[src/rtl/bram_ctrl.sv]
// Two-master (fetch/data) arbiter and 2-cycle pipeline in front of a BRAM word memory.
// Optional fetch anti-starvation counter enabled by defining BRAM_CTRL_STARVE_EN.
module bram_ctrl #(
   parameter int unsigned DW           = 16,
   parameter int unsigned AW           = 32,
   parameter int unsigned MEM_WORDS    = 81920,
   parameter int unsigned STARVE_LIMIT = 4
) (
   input  logic          clk,
   input  logic          rst,
   input  logic          f_req_valid,
   output logic          f_req_ready,
   input  logic [AW-1:0] f_req_addr,
   input  logic          d_req_valid,
   output logic          d_req_ready,
   input  logic          d_req_we,
   input  logic [AW-1:0] d_req_addr,
   input  logic [DW-1:0] d_req_wdata,
   output logic          f_rsp_valid,
   output logic [DW-1:0] f_rsp_data,
   output logic          f_rsp_err,
   output logic          d_rsp_valid,
   output logic [DW-1:0] d_rsp_data,
   output logic          d_rsp_err,
   output logic          bram_en,
   output logic          bram_rst,
   output logic [3:0]    bram_we,
   output logic [AW-1:0] bram_addr,
   output logic [DW-1:0] bram_wdata,
   input  logic [DW-1:0] bram_rdata
);

   localparam logic [AW:0] MEM_LIM = (AW+1)'(MEM_WORDS);

   if (STARVE_LIMIT < 1 || STARVE_LIMIT > 7) begin : g_limit_check
      $error("STARVE_LIMIT must fit the 3-bit starvation counter");
   end

   // stage D: op currently presented on the bram_* pins
   logic dq_valid, dq_fetch, dq_write, dq_err;
   // stage S: op whose read data is on bram_rdata
   logic s_valid, s_fetch, s_write, s_err;

   logic          wr_block, force_fetch;
   logic          f_acc, d_acc, acc, sel_write, sel_ok;
   logic [AW-1:0] sel_addr;

`ifdef BRAM_CTRL_STARVE_EN
   logic [2:0] starve_cnt;

   always_ff @(posedge clk) begin
      if (rst || !f_req_valid || f_acc) begin
         starve_cnt <= '0;
      end else if (d_acc && starve_cnt != 3'b111) begin
         starve_cnt <= starve_cnt + 3'd1;
      end
   end

   assign force_fetch = f_req_valid && (starve_cnt >= 3'(STARVE_LIMIT));
`else
   assign force_fetch = 1'b0;
`endif

   always_comb begin
      // a write must not drive we while a read's data is still on bram_rdata
      wr_block    = d_req_we && dq_valid && !dq_write;
      d_req_ready = !rst && d_req_valid && !wr_block && !force_fetch;
      f_req_ready = !rst && f_req_valid && !d_req_ready;
      f_acc       = f_req_valid && f_req_ready;
      d_acc       = d_req_valid && d_req_ready;
      acc         = f_acc || d_acc;
      sel_addr    = d_acc ? d_req_addr : f_req_addr;
      sel_write   = d_acc && d_req_we;
      sel_ok      = {1'b0, sel_addr} < MEM_LIM;
   end

   assign bram_rst = rst;

   always_ff @(posedge clk) begin
      if (rst) begin
         dq_valid    <= 1'b0;
         dq_fetch    <= 1'b0;
         dq_write    <= 1'b0;
         dq_err      <= 1'b0;
         s_valid     <= 1'b0;
         s_fetch     <= 1'b0;
         s_write     <= 1'b0;
         s_err       <= 1'b0;
         bram_en     <= 1'b0;
         bram_we     <= '0;
         bram_addr   <= '0;
         bram_wdata  <= '0;
         f_rsp_valid <= 1'b0;
         f_rsp_data  <= '0;
         f_rsp_err   <= 1'b0;
         d_rsp_valid <= 1'b0;
         d_rsp_data  <= '0;
         d_rsp_err   <= 1'b0;
      end else begin
         dq_valid <= acc;
         dq_fetch <= f_acc;
         dq_write <= sel_write;
         dq_err   <= acc && !sel_ok;
         bram_en  <= acc && sel_ok;
         bram_we  <= {4{acc && sel_ok && sel_write}};
         if (acc) begin
            bram_addr <= sel_addr;
         end
         if (sel_write) begin
            bram_wdata <= d_req_wdata;
         end

         s_valid <= dq_valid;
         s_fetch <= dq_fetch;
         s_write <= dq_write;
         s_err   <= dq_err;

         f_rsp_valid <= s_valid && s_fetch;
         f_rsp_err   <= s_valid && s_fetch && s_err;
         f_rsp_data  <= (s_valid && s_fetch && !s_err) ? bram_rdata : '0;
         d_rsp_valid <= s_valid && !s_fetch;
         d_rsp_err   <= s_valid && !s_fetch && s_err;
         d_rsp_data  <= (s_valid && !s_fetch && !s_write && !s_err) ? bram_rdata : '0;
      end
   end

endmodule

[config.mk]
export PLATFORM = sky130hd
export DESIGN_NAME = bram_ctrl
export DESIGN_NICKNAME = d
export VERILOG_FILES = /design/src/rtl/bram_ctrl.sv
export SDC_FILE = /design/constraint.sdc
export NUM_CORES = 1
export LEC_CHECK = 0
export CAP_MARGIN = 20
export CORE_MARGIN = 3
export CORE_UTILIZATION = 25
export DETAILED_ROUTE_END_ITERATION = 10
export GPL_ROUTABILITY_DRIVEN = 0
export PLACE_DENSITY_LB_ADDON = 0.15
export SYNTH_ARGS = -nofsm -noshare
export SYNTH_HDL_FRONTEND = slang
export SYNTH_SLANG_ARGS = --single-unit
[constraint.sdc]
create_clock -name clk -period 1.5 [get_ports clk]
set_input_delay 0.3 -clock clk [delete_from_list [all_inputs] [get_ports clk]]
set_output_delay 0.3 -clock clk [all_outputs]
set_load 0.01 [all_outputs]
; ---- Word-level counts from Yosys, hierarchy flattened
; Cells that the tools add are included.
[totals]
register_bits = 94
input_bits = 101
wordCells = 52
[classes]
n_lt_le_gt_ge = 1
mux = 1
n_bitwise = 2
reduce_logical = 30
[op_table]
columns = op, count
row1 = $lt 32x17->1 const B, 1
row2 = $mux 32, 1
row3 = $logic_and 1x1->1, 19
row4 = $logic_not 1->1, 8
row5 = $reduce_or 2->1, 2
row6 = $not 1->1, 2
row7 = $logic_or 1x1->1, 1

; ---- Longest topological paths before layout
[depth]
ltp_word = 10
depth_mapped = 7
mapped_depth_nobuf = 5

; ---- Worst setup path after synthesis
; No wires, ideal clock.
[synth_timing]
kind = in2out
from = input port d_req_we
to = output port f_req_ready
arrival_ps = 1081
required_time_ps = 1200
setup_slack_ps = 119
path_stages = 6
path_cell_list = buf_4 > nand2_1 > o21ai_2 > inv_2 > buf_2 > nor2_1
[synth_between]
elab_chain_cells = 6
[synth_rtl]
columns = item, line
row1 = from (decl), 16  ; input logic d_req_we,
row2 = $logic_and 1x1->1 (2 in series), 66  ; wr_block = d_req_we && dq_valid && !dq_write;
row3 = $logic_not 1->1, 67  ; d_req_ready = !rst && d_req_valid && !wr_block && !force_fetch;
row4 = $logic_and 1x1->1, 67
row5 = named net d_req_ready, 15  ; output logic d_req_ready,
row6 = $logic_not 1->1, 68  ; f_req_ready = !rst && f_req_valid && !d_req_ready;
row7 = $logic_and 1x1->1, 68
row8 = to (decl), 12  ; output logic f_req_ready,
; The timed path passes the listed nets, and every way through them passes these cells.

; ---- Worst setup path after layout
[layout_timing]
from = register dq_valid
to = output port d_req_ready
[layout_between]
elab_chain_cells = 4
[layout_rtl]
columns = item, line
row1 = from (decl), 40  ; logic dq_valid, dq_fetch, dq_write, dq_err;
row2 = from (signal assigned), 81  ; dq_valid <= 1'b0;
row3 = from (signal assigned), 100  ; dq_valid <= acc;
row4 = $logic_and 1x1->1 (2 in series), 66
row5 = $logic_not 1->1, 67
row6 = $logic_and 1x1->1, 67
row7 = to (decl), 15
; Every way passes these cells.

==> results.txt <==
* Run status: complete, but fails checks
* Violated checks: setup timing
- Via count of the first global-routing pass: 3,111
* Final WL: 11,000 µm
- Detailed-route DRC error count: 0
- Launching point of the worst reg2reg path: dq_valid$_SDFF_PP0_
- Beginning of the worst hold path: f_req_valid
- In this run, synthesis inferred 0 flip-flops with an integrated enable.
- Post-Route Utilization: 45.5%
* Endpoint of the most critical register-to-register path: bram_addr[15]$_SDFFE_PP0P_
- Of the total power, the clock network draws 42.5%.
* Max_cap viols: 0
* Mapped Area: 3470 µm²
- The worst hold path terminates at dq_fetch$_SDFF_PP0_.
* Crit-path max cell delay: 350 ps
- First-pass GRT wire length: 16,500 µm
- In this run the worst setup path begins at dq_valid$_SDFF_PP0_.
* Starting Density: 25.9%
* Per-cell via count in the routed design: 4.38
- By area the synthesized netlist is led by dfxtp_1 (54%), mux2i_1 (9.2%), and2_1 (6.1%), a211oi_1 (4.8%), nor2_1 (3.9%).
- H-Tree Depth: 3
* Number of instances in the synthesized netlist: 338
* Post-Synthesis Mean Instance Area: 10.3 µm²
- Setup repair after global routing could not meet its margin everywhere.
* Clock buffer count from CTS: 9
- Number of library cell types mapped by synthesis: 28
- Root buffer cell: clkbuf_16
- Layout cell share with drive strength beyond 1: 12.7%
* Final setup viols: 2
* TritonCTS clock tree: yes
* Net switching power of the design: 1400 µW
* Top post-synthesis cells by count: dfxtp_1 (94), nor2_1 (36), and2_1 (34)
- From synthesis to final layout, the design area changed by 75.7%.
* Portion of total power attributed to combinational logic: 14.4%
* YS warnings: 0
- Total Die Area: 15,300 µm²
- Category of the most critical setup path: reg -> out
- P_int: 4770 µW
- Across the routed clock network, the largest skew measured is 4.78 ps.
* Port-buffer cells: 192
- Counting both buffers and inverters, the worst setup path holds a total of 3.
- Clock input transition at the sequential cells of the worst setup and hold paths: 60 ps
* Library cell with the largest summed area after synthesis: dfxtp_1
- Final count of pins violating max slew: 0
* Crit start category: flop
* Share of synthesized registers carrying an async set or reset: 0%
- The longest clock path from root to sink contains 2 buffers.
- In this run the power density over the cells is 1010 nW/µm².
- Excluding fillers, the count of instances in the completed layout stands at 726.
- At the end of the flow, the number of nets in the layout was 646.
- Number of inserted filler cells in the final layout: 1,326
- Post-route worst setup slack: -18.9 ps
- Clk sinks: 94
- Number of DRC markers after the initial detailed-route iteration: 142
- Sum of overflow across all layers after global routing: 0
- Seq/Total Area, Yosys: 54.3%
- Arrival @ worst endpoint: 1220 ps
- Leakage: 0.00309 µW
* Top FF cell, synth: dfxtp_1
- Post-layout minimum cycle time: 1520 ps
- Vertical die dimension: 124 µm
- The worst hold path was traced through 4 stages.
* I/O Pins: 193
- Critical path, cell by cell: nand2_4, o21ai_4, inv_2, buf_6, buf_6
- The floorplan step defined a core boundary enclosing 13,400 µm².
- Summed over all nets, the half-perimeter wirelength after detailed placement is 8020 µm.
* Total Routing Usage GR: 14.0%
- Antenna diodes: 0
* Critical-path top delay cell: dfxtp_2
- Clock latency on the worst-skew pair: 330 ps
* Largest vdd supply drop: 0.590 mV
- R2R cell count: 6
- Cell count after placement: 707
- For this run, the top clock speed supported by timing is 0.658 GHz.
* Hold Fails Final Rpt: 0
- Dividing the final minimum period by the clock period gives 101%.
* Switching part of the total: 22.7%
- In this design, the critical path's most frequently occurring cell is buf_6.
- Tightest Pin Transition: 601 ps
- Row generation in the floorplan step produced 42 rows.
* Register-to-register setup slack: 100 ps
* Sequential share of power: 43.1%
* Horiz. Die Dim: 124 µm
- The initial antenna violation count came to 0.
* Overall via count from detail_route: 3,180
- By instance count, the leading cell after synthesis is dfxtp_1.
- Hold Worst Slack: 391 ps
* Routed WL per cell: 15.2 µm
- Worst setup slack after placement: -556 ps
* Crit path required time: 1200 ps
- Sum of negative setup slack: -26.9 ps
- Detailed-router iteration count before antenna repair: 4
- Once detail routing completed, the nets flagged for antenna violations numbered 0.
* Worst slew margin relative to its limit: 59.9%
- Entering global routing, the biggest net connects 49 pins.
* Capturing element type of the critical path: output pin
- Synth Net Count: 439
- The worst hold path belongs to the class in -> reg.
- FF+latch count, synth: 94
- Cts hold-fix bufs: 0
- Family with the most delay on the worst path: flip-flops
- Area share of the largest cell type after synthesis: 54.3%
- In this run the worst path has a maximum fanout of 3.
layout make-up:
| type | count | area [µm²] | share of cell area, % |
|---|---|---|---|
| timing repair buffer | 224 | 2220 | 36.4 |
| sequential | 94 | 1880 | 30.9 |
| multi-input combinational | 211 | 1410 | 23.1 |
| clock buffer | 9 | 225 | 3.70 |
| tap | 176 | 220 | 3.61 |
| clock inverter | 7 | 121 | 1.99 |
| inverter | 5 | 18.8 | 0.308 |
power groups by stage:
| stage | clock [µW] | combinational (µW) | sequential [µW] |
|---|---|---|---|
| after floorplan | 0 | 293 | 2760 |
| after global placement | 0 | 923 | 2720 |
| after detailed placement | 0 | 931 | 2720 |
| after CTS | 2700 | 879 | 2660 |
| after global routing | 2820 | 963 | 2670 |
| final | 2620 | 888 | 2660 |
through the flow:
step | area [µm²] | total power [µW]
2_1_floorplan | 3470 | 3060
3_3_place_gp | 5700 | 3640
3_5_place_dp | 5700 | 3650
4_1_cts | 5990 | 6240
5_1_grt | 6090 | 6460
6_report | 6090 | 6170
cell families (layout without fill, tap and decap cells):
kind of cell,Yosys count,count (layout),share of synthesized area [%]
flip-flops,94,94,54.3
AND/OR/NAND/NOR,126,126,19.1
buffers and inverters,33,245,5.59
multiplexers,32,32,9.24
AO/OA/AOI/OAI,53,53,11.8
worst max path at each step:
stage | end | slack [ps] | depth (start not counted)
detailed placement | f_req_ready | -560 | 6
global placement | f_req_ready | -520 | 6
CTS | f_req_ready | -2 | 5
floorplan | f_req_ready | 120 | 6
finish | d_req_ready | -20 | 5
global route | d_req_ready | -80 | 5
registers in the layout, indices dropped and copies added, names as in the netlist:
name         count
dq_err           1
s_write          1
s_err            1
d_rsp_data      16
bram_en          1
dq_write         1
f_rsp_valid      1
dq_valid         1
d_rsp_valid      1
bram_we          1
bram_addr       32
bram_wdata      16
d_rsp_err        1
s_valid          1
f_rsp_data      16
f_rsp_err        1
dq_fetch         1
s_fetch          1
routing by layer:
| metal | GRT usage, % | share of wire [%] |
|---|---|---|
| met5 | 0 | 0 |
| met4 | 6.78 | 2.1 |
| met2 | 22.0 | 45 |
| met1 | 17.6 | 44 |
| met3 | 3.81 | 8.1 |
layout by cell type (no fill, tap or decap), drive strengths merged, types with 4 or more instances in the layout:
cell / count
a211oi: 32
nor2b: 4
dlygate4sd2: 66
buf: 35
dlymetal6s2s: 23
mux2i: 32
nor4: 6
a21oi: 16
and2: 34
dfxtp: 94
inv: 6
clkdlybuf4s50: 99
nand2: 19
nor2: 36
and3: 4
clkbuf: 10
nand3: 16
tightest hold or removal path, stage by stage:
cell,delay (ps)
buf_2,110
nand2_1,120
buf_4,130
nor2_1,30
timing repair:
item                       in CTS  in global routing
buffers inserted                1                  1
pin swaps                       0                  3
setup endpoints to repair      90                 49
cloned                          0                  1
resized for setup              81                 26
Note: power is estimated with default switching activity, not from simulation.
